[config.mk]
export PLATFORM = sky130hd
export DESIGN_NAME = spi_reg_slave
export DESIGN_NICKNAME = d
export VERILOG_FILES = /design/src/rtl/spi_reg_pkg.sv /design/src/rtl/spi_slave_sync.sv /design/src/rtl/spi_reg_slave.sv
export SDC_FILE = /design/constraint.sdc
export NUM_CORES = 2
export LEC_CHECK = 0
export BUFFER_PORTS_ARGS = -buffer_cell sky130_fd_sc_hd__buf_2
export CAP_MARGIN = 15
export CORE_MARGIN = 3
export CORE_UTILIZATION = 55
export DETAILED_ROUTE_END_ITERATION = 10
export PLACE_DENSITY = 0.78
export SLEW_MARGIN = 20
export SYNTH_ARGS = -nofsm -noshare
export SYNTH_HDL_FRONTEND = slang
export SYNTH_SLANG_ARGS = --single-unit
[constraint.sdc]
create_clock -name i_clk_sys -period 2.55 [get_ports i_clk_sys]
set_input_delay 0.3825 -clock i_clk_sys [delete_from_list [all_inputs] [get_ports i_clk_sys]]
set_output_delay 0.3825 -clock i_clk_sys [all_outputs]
set_load 0.02 [all_outputs]
[src/rtl/spi_reg_pkg.sv]
// Shared constants for the SPI register responder.
// Frame layout, FSM state encodings and rw-bit meaning.
package spi_reg_pkg;

  localparam int unsigned FRAME_BITS = 27;

  localparam logic [1:0] ST_IDLE = 2'd0;
  localparam logic [1:0] ST_CMD  = 2'd1;
  localparam logic [1:0] ST_DATA = 2'd2;
  localparam logic [1:0] ST_WAIT = 2'd3;

  localparam logic RW_READ  = 1'b1;
  localparam logic RW_WRITE = 1'b0;

  function automatic int unsigned frame_bits(
    input int unsigned aw,
    input int unsigned dw
  );
    return 1 + aw + dw;
  endfunction

endpackage

[src/rtl/spi_slave_sync.sv]
// Synchroniser for CS/SCLK/MOSI with SCLK edge pulses.
// vld rises once the chains hold only post-reset pin samples.
module spi_slave_sync #(
  parameter int SYNC_STAGES = 2
) (
  input  logic i_clk_sys,
  input  logic i_rst_n,
  input  logic cs_n,
  input  logic sclk,
  input  logic mosi,
  output logic cs_n_s,
  output logic mosi_s,
  output logic sclk_rise,
  output logic sclk_fall,
  output logic vld
);

  localparam int M = SYNC_STAGES - 1;

  logic [M:0] cs_q;
  logic [M:0] sclk_q;
  logic [M:0] mosi_q;
  logic [M:0] vld_q;
  logic       sclk_d;

  always_ff @(posedge i_clk_sys or negedge i_rst_n) begin
    if (!i_rst_n) begin
      cs_q   <= '1;
      sclk_q <= '0;
      mosi_q <= '0;
      vld_q  <= '0;
      sclk_d <= 1'b0;
    end else begin
      cs_q   <= {cs_q[M-1:0], cs_n};
      sclk_q <= {sclk_q[M-1:0], sclk};
      mosi_q <= {mosi_q[M-1:0], mosi};
      vld_q  <= {vld_q[M-1:0], 1'b1};
      sclk_d <= sclk_q[M];
    end
  end

  assign cs_n_s    = cs_q[M];
  assign mosi_s    = mosi_q[M];
  assign vld       = vld_q[M];
  assign sclk_rise = sclk_q[M] & ~sclk_d;
  assign sclk_fall = ~sclk_q[M] & sclk_d;

endmodule

[src/rtl/spi_reg_slave.sv]
// SPI mode-0 register-map responder (rw, addr, data frames).
// SPI_REG_SLAVE_ERR_CNT_EN maps an abort counter at address all-ones.
module spi_reg_slave
  import spi_reg_pkg::*;
#(
  parameter int SPI_ADDR_WIDTH = 6,
  parameter int SPI_DATA_WIDTH = 20,
  parameter int SYNC_STAGES    = 2
) (
  input  logic                      i_clk_sys,
  input  logic                      i_rst_n,
  input  logic                      i_spi_cs_n,
  input  logic                      i_spi_sclk,
  input  logic                      i_spi_mosi,
  output logic                      o_spi_miso,
  output logic                      o_spi_miso_oe,
  output logic                      o_wr_en,
  output logic [SPI_ADDR_WIDTH-1:0] o_wr_addr,
  output logic [SPI_DATA_WIDTH-1:0] o_wr_data,
  output logic                      o_frame_err,
  output logic                      o_busy
);

  localparam int AW   = SPI_ADDR_WIDTH;
  localparam int DW   = SPI_DATA_WIDTH;
  localparam int FB   = frame_bits(AW, DW);
  localparam int CW   = $clog2(FB);
  localparam int NREG = 1 << AW;

  localparam logic [CW-1:0] CMD_LAST  = CW'(AW);
  localparam logic [CW-1:0] CMD_DONE  = CW'(AW + 1);
  localparam logic [CW-1:0] DATA_LAST = CW'(FB - 1);

  logic cs_n_s, mosi_s, rise, fall, vld;

  spi_slave_sync #(
    .SYNC_STAGES(SYNC_STAGES)
  ) u_sync (
    .i_clk_sys(i_clk_sys),
    .i_rst_n  (i_rst_n),
    .cs_n     (i_spi_cs_n),
    .sclk     (i_spi_sclk),
    .mosi     (i_spi_mosi),
    .cs_n_s   (cs_n_s),
    .mosi_s   (mosi_s),
    .sclk_rise(rise),
    .sclk_fall(fall),
    .vld      (vld)
  );

  logic [1:0]    state;
  logic [CW-1:0] bit_cnt;
  logic [AW:0]   cmd_sr;
  logic [DW-1:0] shift_reg;
  logic          oe;
  logic          fetch;
  logic          commit;
  logic [DW-1:0] regmap [NREG];
  logic [DW-1:0] rd_val;
  logic [DW-1:0] ctr_val;
  logic          ctr_hit;

  wire [AW-1:0] cmd_addr = cmd_sr[AW-1:0];
  wire          cmd_rw   = cmd_sr[AW];

`ifdef SPI_REG_SLAVE_ERR_CNT_EN
  logic [7:0] err_cnt;

  always_ff @(posedge i_clk_sys or negedge i_rst_n) begin
    if (!i_rst_n) begin
      err_cnt <= '0;
    end else if (o_frame_err) begin
      if (err_cnt != 8'hFF) err_cnt <= err_cnt + 8'd1;
    end else if (commit && ctr_hit) begin
      err_cnt <= '0;
    end
  end

  assign ctr_hit = &cmd_addr;
  assign ctr_val = DW'(err_cnt);
`else
  assign ctr_hit = 1'b0;
  assign ctr_val = '0;
`endif

  always_comb begin
    rd_val = regmap[cmd_addr];
    if (ctr_hit) rd_val = ctr_val;
  end

  always_ff @(posedge i_clk_sys or negedge i_rst_n) begin
    if (!i_rst_n) begin
      state       <= ST_WAIT;
      bit_cnt     <= '0;
      cmd_sr      <= '0;
      shift_reg   <= '0;
      oe          <= 1'b0;
      fetch       <= 1'b0;
      commit      <= 1'b0;
      o_wr_en     <= 1'b0;
      o_wr_addr   <= '0;
      o_wr_data   <= '0;
      o_frame_err <= 1'b0;
      for (int i = 0; i < NREG; i++) regmap[i] <= '0;
    end else begin
      fetch       <= 1'b0;
      commit      <= 1'b0;
      o_wr_en     <= 1'b0;
      o_frame_err <= 1'b0;
      if (fetch && cmd_rw == RW_READ) shift_reg <= rd_val;
      if (commit) begin
        o_wr_en   <= 1'b1;
        o_wr_addr <= cmd_addr;
        o_wr_data <= shift_reg;
        if (!ctr_hit) regmap[cmd_addr] <= shift_reg;
      end
      unique case (state)
        ST_IDLE: begin
          if (!cs_n_s) begin
            state   <= ST_CMD;
            bit_cnt <= '0;
          end
        end
        ST_CMD: begin
          if (cs_n_s) begin
            state       <= ST_IDLE;
            oe          <= 1'b0;
            o_frame_err <= 1'b1;
          end else if (rise && bit_cnt != CMD_DONE) begin
            cmd_sr  <= {cmd_sr[AW-1:0], mosi_s};
            bit_cnt <= bit_cnt + 1'b1;
            fetch   <= (bit_cnt == CMD_LAST);
          end else if (fall && bit_cnt == CMD_DONE) begin
            state <= ST_DATA;
            oe    <= (cmd_rw == RW_READ);
          end
        end
        ST_DATA: begin
          // a final rise seen together with CS high still completes
          if (rise && bit_cnt == DATA_LAST) begin
            state  <= ST_WAIT;
            oe     <= 1'b0;
            commit <= (cmd_rw == RW_WRITE);
            if (cmd_rw == RW_WRITE)
              shift_reg <= {shift_reg[DW-2:0], mosi_s};
          end else if (cs_n_s) begin
            state       <= ST_IDLE;
            oe          <= 1'b0;
            o_frame_err <= 1'b1;
          end else if (rise) begin
            bit_cnt <= bit_cnt + 1'b1;
            if (cmd_rw == RW_WRITE)
              shift_reg <= {shift_reg[DW-2:0], mosi_s};
          end else if (fall && oe) begin
            shift_reg <= {shift_reg[DW-2:0], 1'b0};
          end
        end
        ST_WAIT: begin
          oe <= 1'b0;
          if (cs_n_s && vld) state <= ST_IDLE;
        end
        default: state <= ST_WAIT;
      endcase
    end
  end

  assign o_spi_miso    = oe & shift_reg[DW-1];
  assign o_spi_miso_oe = oe;
  assign o_busy        = ~cs_n_s;

endmodule
After elaboration in Yosys (flattened, before gate mapping)
Cells that the tools add are included.
W data, S select, Z words.
{ "op_classes": {"n_addsub": 1, "mul": 0, "n_div": 0, "order_cmp": 2, "eq_ne": 17, "shifts": 0, "n_mux": 43, "bitwise": 8, "n_reduce_logical": 14} }
{ "op_table": {"columns": ["op", "n"], "rows": [
  ["$bwmux W1280", 1],
  ["$mux W20", 10],
  ["$bmux W20 S6", 1],
  ["$demux W20 S6", 1],
  ["$mux W5", 6],
  ["$pmux W5 S3", 1],
  ["$mux W2", 7],
  ["$ne A2 B2 Y1 const B", 7],
  ["$mux W1", 13],
  ["$eq A5 B3 Y1 const B", 2],
  ["$ne A3 B2 Y1 const B", 3],
  ["$pmux W2 S4", 1],
  ["$ge A7 B7 Y1 const B", 1],
  ["$logic_and A1 B1 Y1", 7],
  ["$lt A7 B1 Y1 const B", 1],
  ["$not A6 Y7", 1],
  ["$reduce_and A7 Y1", 1],
  ["$reduce_bool A3 Y1", 2],
  ["$add A5 B1 Y5 const B", 1],
  ["$eq A5 B5 Y1 const B", 1],
  ["$ne A5 B3 Y1 const B", 1],
  ["$reduce_and A5 Y1", 1],
  ["$eq A2 B2 Y1 const B", 2],
  ["$not A1 Y1", 4],
  ["7 further kinds", 9]
]} }
{ "word_totals": {"regBits": 1354, "latch_bits": 0, "ramBits": 0, "rom_bits": 0, "input_bits": 5, "out_inout_bits": 31, "memories": 0} }

Depth between registers and ports, before layout
{ "depth": {"ltp_word": 10, "depth_mapped": 11, "mapped_depth_nobuf": 8} }

Cells and area by module
A second synthesis with hierarchy kept.
{ "unflattened": {"hier_cells": 4443, "area_unflattened_um2": 61607.8} }
{ "modules_own_cells": {"columns": ["mod", "n_inst", "cells_each", "area_each_um2", "seq_area_each_um2"], "rows": [
  ["spi_reg_slave", 1, 4431, 61361.4, 33659.8],
  ["spi_slave_sync", 1, 12, 246.5, 227.7]
]} }

Worst setup path before layout
OpenSTA, ideal clock, no wires.
{ "synth_timing": {"path_kind": "reg2reg", "start": "register state[0]", "end": "register state[1]", "arrival_time_ns": 2.010, "setup_slack_ns": 0.458, "stages_incl_launch_ff": 8, "n_path_buf": 1, "synth_period_minus_slack_ns": 2.092, "path_cell_list": "dfstp_2 -> inv_1 -> ha_1 -> buf_1 -> o21ai_2 -> a21oi_1 -> a221oi_1 -> mux2_2"} }
{ "synth_via": {"elab_chain_len": 3} }
{ "synth_rtl": {"columns": ["item", "line", "source"], "rows": [
  ["from (decl)", "spi_reg_slave.sv:51", "logic [1:0] state;"],
  ["from (signal assigned)", "spi_reg_slave.sv:93", "state <= ST_WAIT;"],
  ["from (signal assigned)", "spi_reg_slave.sv:120", "state <= ST_CMD;"],
  ["from (signal assigned)", "spi_reg_slave.sv:126", "state <= ST_IDLE;"],
  ["$eq A2 B2 Y1, or another cell as far along", "spi_reg_slave.sv:117", "unique case (state)"],
  ["$ne A3 B2 Y1 (no line) / $ne A2 B2 Y1 (equally long branches)", null, null],
  ["$reduce_and A5 Y1 (no line)", null, null]
]} }
Several ways; a longest one is shown, not always the timed one.
A chain may end at the register's enable or synchronous reset.

Worst setup path in the final report
{ "layout_timing": {"start": "register cmd_sr[0]", "end": "register shift_reg[17]"} }
{ "layout_via": {"elab_chain_len": 10} }
{ "layout_rtl": {"columns": ["item", "line", "source"], "rows": [
  ["from (decl)", "spi_reg_slave.sv:53", "logic [AW:0] cmd_sr;"],
  ["from (signal assigned)", "spi_reg_slave.sv:130", "cmd_sr <= {cmd_sr[AW-1:0], mosi_s};"],
  ["$not A6 Y7 (implied by the code) (*)", "spi_reg_slave.sv:87", "rd_val = regmap[cmd_addr];"],
  ["$bmux W20 S6 (*)", "spi_reg_slave.sv:87", null],
  ["$mux W20 (implied by the code) (*) (2 in a row)", "spi_reg_slave.sv:87", null],
  ["$mux W20 (*)", "spi_reg_slave.sv:110", "if (fetch && cmd_rw == RW_READ) shift_reg <= rd_val;"],
  ["$mux W20 (on tied branches)", "spi_reg_slave.sv:154, spi_reg_slave.sv:144, spi_reg_slave.sv:152", null],
  ["$mux W20", "spi_reg_slave.sv:150", "end else if (rise) begin"],
  ["$mux W20", "spi_reg_slave.sv:146", "end else if (cs_n_s) begin"],
  ["$mux W20", "spi_reg_slave.sv:140", "if (rise && bit_cnt == DATA_LAST) begin"],
  ["$mux W20 (*)", "spi_reg_slave.sv:117", null],
  ["to (signal assigned)", "spi_reg_slave.sv:145", "shift_reg <= {shift_reg[DW-2:0], mosi_s};"],
  ["to (signal assigned)", "spi_reg_slave.sv:153", "shift_reg <= {shift_reg[DW-2:0], mosi_s};"],
  ["to (signal assigned)", "spi_reg_slave.sv:155", "shift_reg <= {shift_reg[DW-2:0], 1'b0};"],
  ["to (decl)", "spi_reg_slave.sv:54", "logic [DW-1:0] shift_reg;"]
]} }
Every way passes the cells marked *; elsewhere a longest branch is shown, timed or not. The select of a mux whose other input is x is not followed.

==> reports/results.ini <==
[route]
wl_per_cell_um=31.6
drt-initial-drc-count=4916
ant_nets=0
vias=43700
drc=0
routed_wl_mm=204
vias_per_cell=6.76
dr.pass1.iters=8

[clock_network]
path_clk_slew_ns=0.07
h-tree-depth=4
insertion_delay_ns=0.77
clk_path_buf_depth=3
cts_root_buf=clkbuf_16
cts.sinks=1354
cts_made_buffers=140
cts_tree=done

[floorplan]
rows=123
ios=36
dieHeight_um=343
die_w_um=343
start_util=0.556
dieArea_sq_um=118000
coreArea_sq_um=113000

[synth]
synth_warnings=0
syn_avg_cell_area_sq_um=13.8
ys_seq_area_frac=0.541
synth_top_cell_area_share=0.540
yosysMostFrequentCell=mux2_2
synth-async-reset-ratio=1.00
synth_common_cells=mux2_2, dfrtp_1, buf_2
syn-instance-count=4549
synth_cell_types=85
synth.net_count=4561
ys_ff_latch=1354
synthTopCellsByArea=dfrtp_1, mux2_2, mux2i_1, mux4_2, buf_2
synth_area_leader_cell=dfrtp_1
synth_edf_count=0
syn_area_sq_um=62600
synthFlopType=dfrtp_1

[place]
hpwl_mm=130
portBuffers=35
place_inst=6125
dpl_cell_area_sq_um=68000
gp_congestion=0.987

[run]
maxCapViolations=0

[global_routing]
grt_pass1_vias=44200
met1_usage=0.445
grt_overflow_total=0
grt_pass1_wl_mm=298
grt_max_degree=120
grt_use_met2=0.510
antenna_found_initial=12
grt.busiest_layer=met2
grtUsageTotal=0.343
use_met3=0.118

[worst_setup_path]
slowest_stage=dfrtp_4
path_delay_family=flip-flops
cpPeakStageDelay_ns=0.54
critPathKind=flip-flop to flip-flop
cp.arrival_ns=3.28
crit_chain=buf_8 > buf_12 > mux4_2 > a22oi_2 > buf_6 > o211ai_1 > nor4bb_4 > a41oi_2
crit_fanout=6
path_buf_inv=3
endpoint_kind=flip-flop
start_kind=flip-flop
cp.required_ns=3.15

[power_and_ir_drop]
leakage_nw=35.9
p_per_area_nw_per_um2=850
power_mw=63.2
peakVddDrop_uv=843

[cells_and_area]
multiInputGateArea_sq_um=27000
area_delta_synth_final_pct=18.8
n_fill_cell=7710
post-route-util=0.660
drive_gt1_frac=0.508
fin_area_sq_um=74400
final_nets=4857
largest_register_ffs=1280
stdcell_count=6464
regArea_sq_um=33900

[sta]
worstMarginPinSlew_ns=0.991
fin_skew_ns=0.0315
rsz0062_at_grt=yes
report.final.slew_viol_count=0
min_period_ns=2.68
setup_ws_ns=-0.128
period_share=1.05
slew-limit-headroom=0.339
setup_tns_ns=-0.761
max_freq_mhz=373
hold_viol=0
setup_violations=24

[run_status]
violations=negative setup slack
status=finished, violations left

[hold_path]
hp-class=primary input to asynchronous set/reset pin

==> worst register-to-register path: cells and delay by family (launching register included) <==
| kind | cells | cell delay [ns] |
|---|---|---|
| flops | 1 | 0.54 |
| compound gates | 3 | 0.52 |
| mux | 1 | 0.50 |
| simple gates | 1 | 0.48 |
| buf+inv | 3 | 0.46 |
==> power by group <==
part | switching [mW] | internal, mW
Combinational | 12.3 | 7.83
Clock | 8.80 | 11.7
Sequential | 0.866 | 21.7
==> final timing paths <==
check,to,startpoint,slack (ns),cells past startpoint
min in group i_clk_sys,u_sync.sclk_q[0]$_DFF_PN0_,i_spi_sclk,0.27,2
hold / removal,regmap[1212]$_DFFE_PN0P_,i_rst_n,0.14,2
setup / recovery,shift_reg[17]$_DFF_PN0_,cmd_sr[0]$_DFFE_PN0P_,-0.13,8
setup reg to reg,shift_reg[17]$_DFF_PN0_,cmd_sr[0]$_DFFE_PN0P_,-0.13,8
hold reg to reg,u_sync.sclk_q[1]$_DFF_PN0_,u_sync.sclk_q[0]$_DFF_PN0_,0.35,0
max in group asynchronous,regmap[1061]$_DFFE_PN0P_,i_rst_n,1.33,4
==> metal layers <==
metal | part of all wire | wire length (um)
met3 | 0.12 | 23700
met5 | 0.00014 | 28
met1 | 0.38 | 77600
met4 | 0.062 | 12700
met2 | 0.44 | 90200
==> cells in the final DEF, fill, tap and decap left out, types with 17 or more instances in the layout <==
cell type and count:
mux2_2 1393, dfrtp_1 1326, buf_4 404, mux2i_1 190, clkbuf_16 147, buf_12 145
a22oi_1 108, nand2_1 107, a221oi_1 94, nor2_1 83, mux4_2 81, a21oi_1 69
o22ai_1 54, o21ai_0 53, nor2_2 36, clkbuf_1 36, nand3_1 35, buf_2 34
a31oi_1 29, clkbuf_8 27, buf_6 25, dfrtp_2 21, a221oi_2 20, o2bb2ai_1 19
nor3_1 19, clkinv_2 18, a221o_1 18, a22o_1 17
==> cells by family after synthesis <==
kind of cell | count (synthesis) | synth area share
compound gates | 624 | 0.0739
buf+inv | 492 | 0.0401
flops | 1354 | 0.541
other cells | 1 | 0.0000599
fa+ha+maj | 7 | 0.00140
mux | 1683 | 0.314
simple gates | 388 | 0.0296
==> area by class of cell <==
| cell class | count | area share |
|---|---|---|
| Inverter | 13 | 0.000673 |
| Clock buffer | 204 | 0.0543 |
| Multi-Input combinational cell | 2703 | 0.363 |
| Sequential cell | 1354 | 0.456 |
| Timing Repair Buffer | 633 | 0.0933 |
| Antenna cell | 11 | 0.000370 |
| Tap cell | 1500 | 0.0252 |
| Clock inverter | 46 | 0.00705 |
==> timing repair <==
action / 4_1_cts / 5_1_grt
pin swaps: 18 / 37
buffers inserted: 28 / 40
hold endpoints to repair: 428 / 0
hold buffers: 4 / 0
gates cloned: 4 / 6
gates resized for setup: 74 / 113
setup endpoints to repair: 27 / 164
==> through the flow <==
stage / worst slack [ns] / hold WS, ns
final: -0.128 / 0.139
after global routing: -0.111 / 0.154
after CTS: -0.0472 / 0.134
after detailed placement: -0.521 / 0.303
after global placement: -0.473 / 0.304
after floorplan: 0.458 / 0.0869
Note: power is estimated with default switching activity, not from simulation.
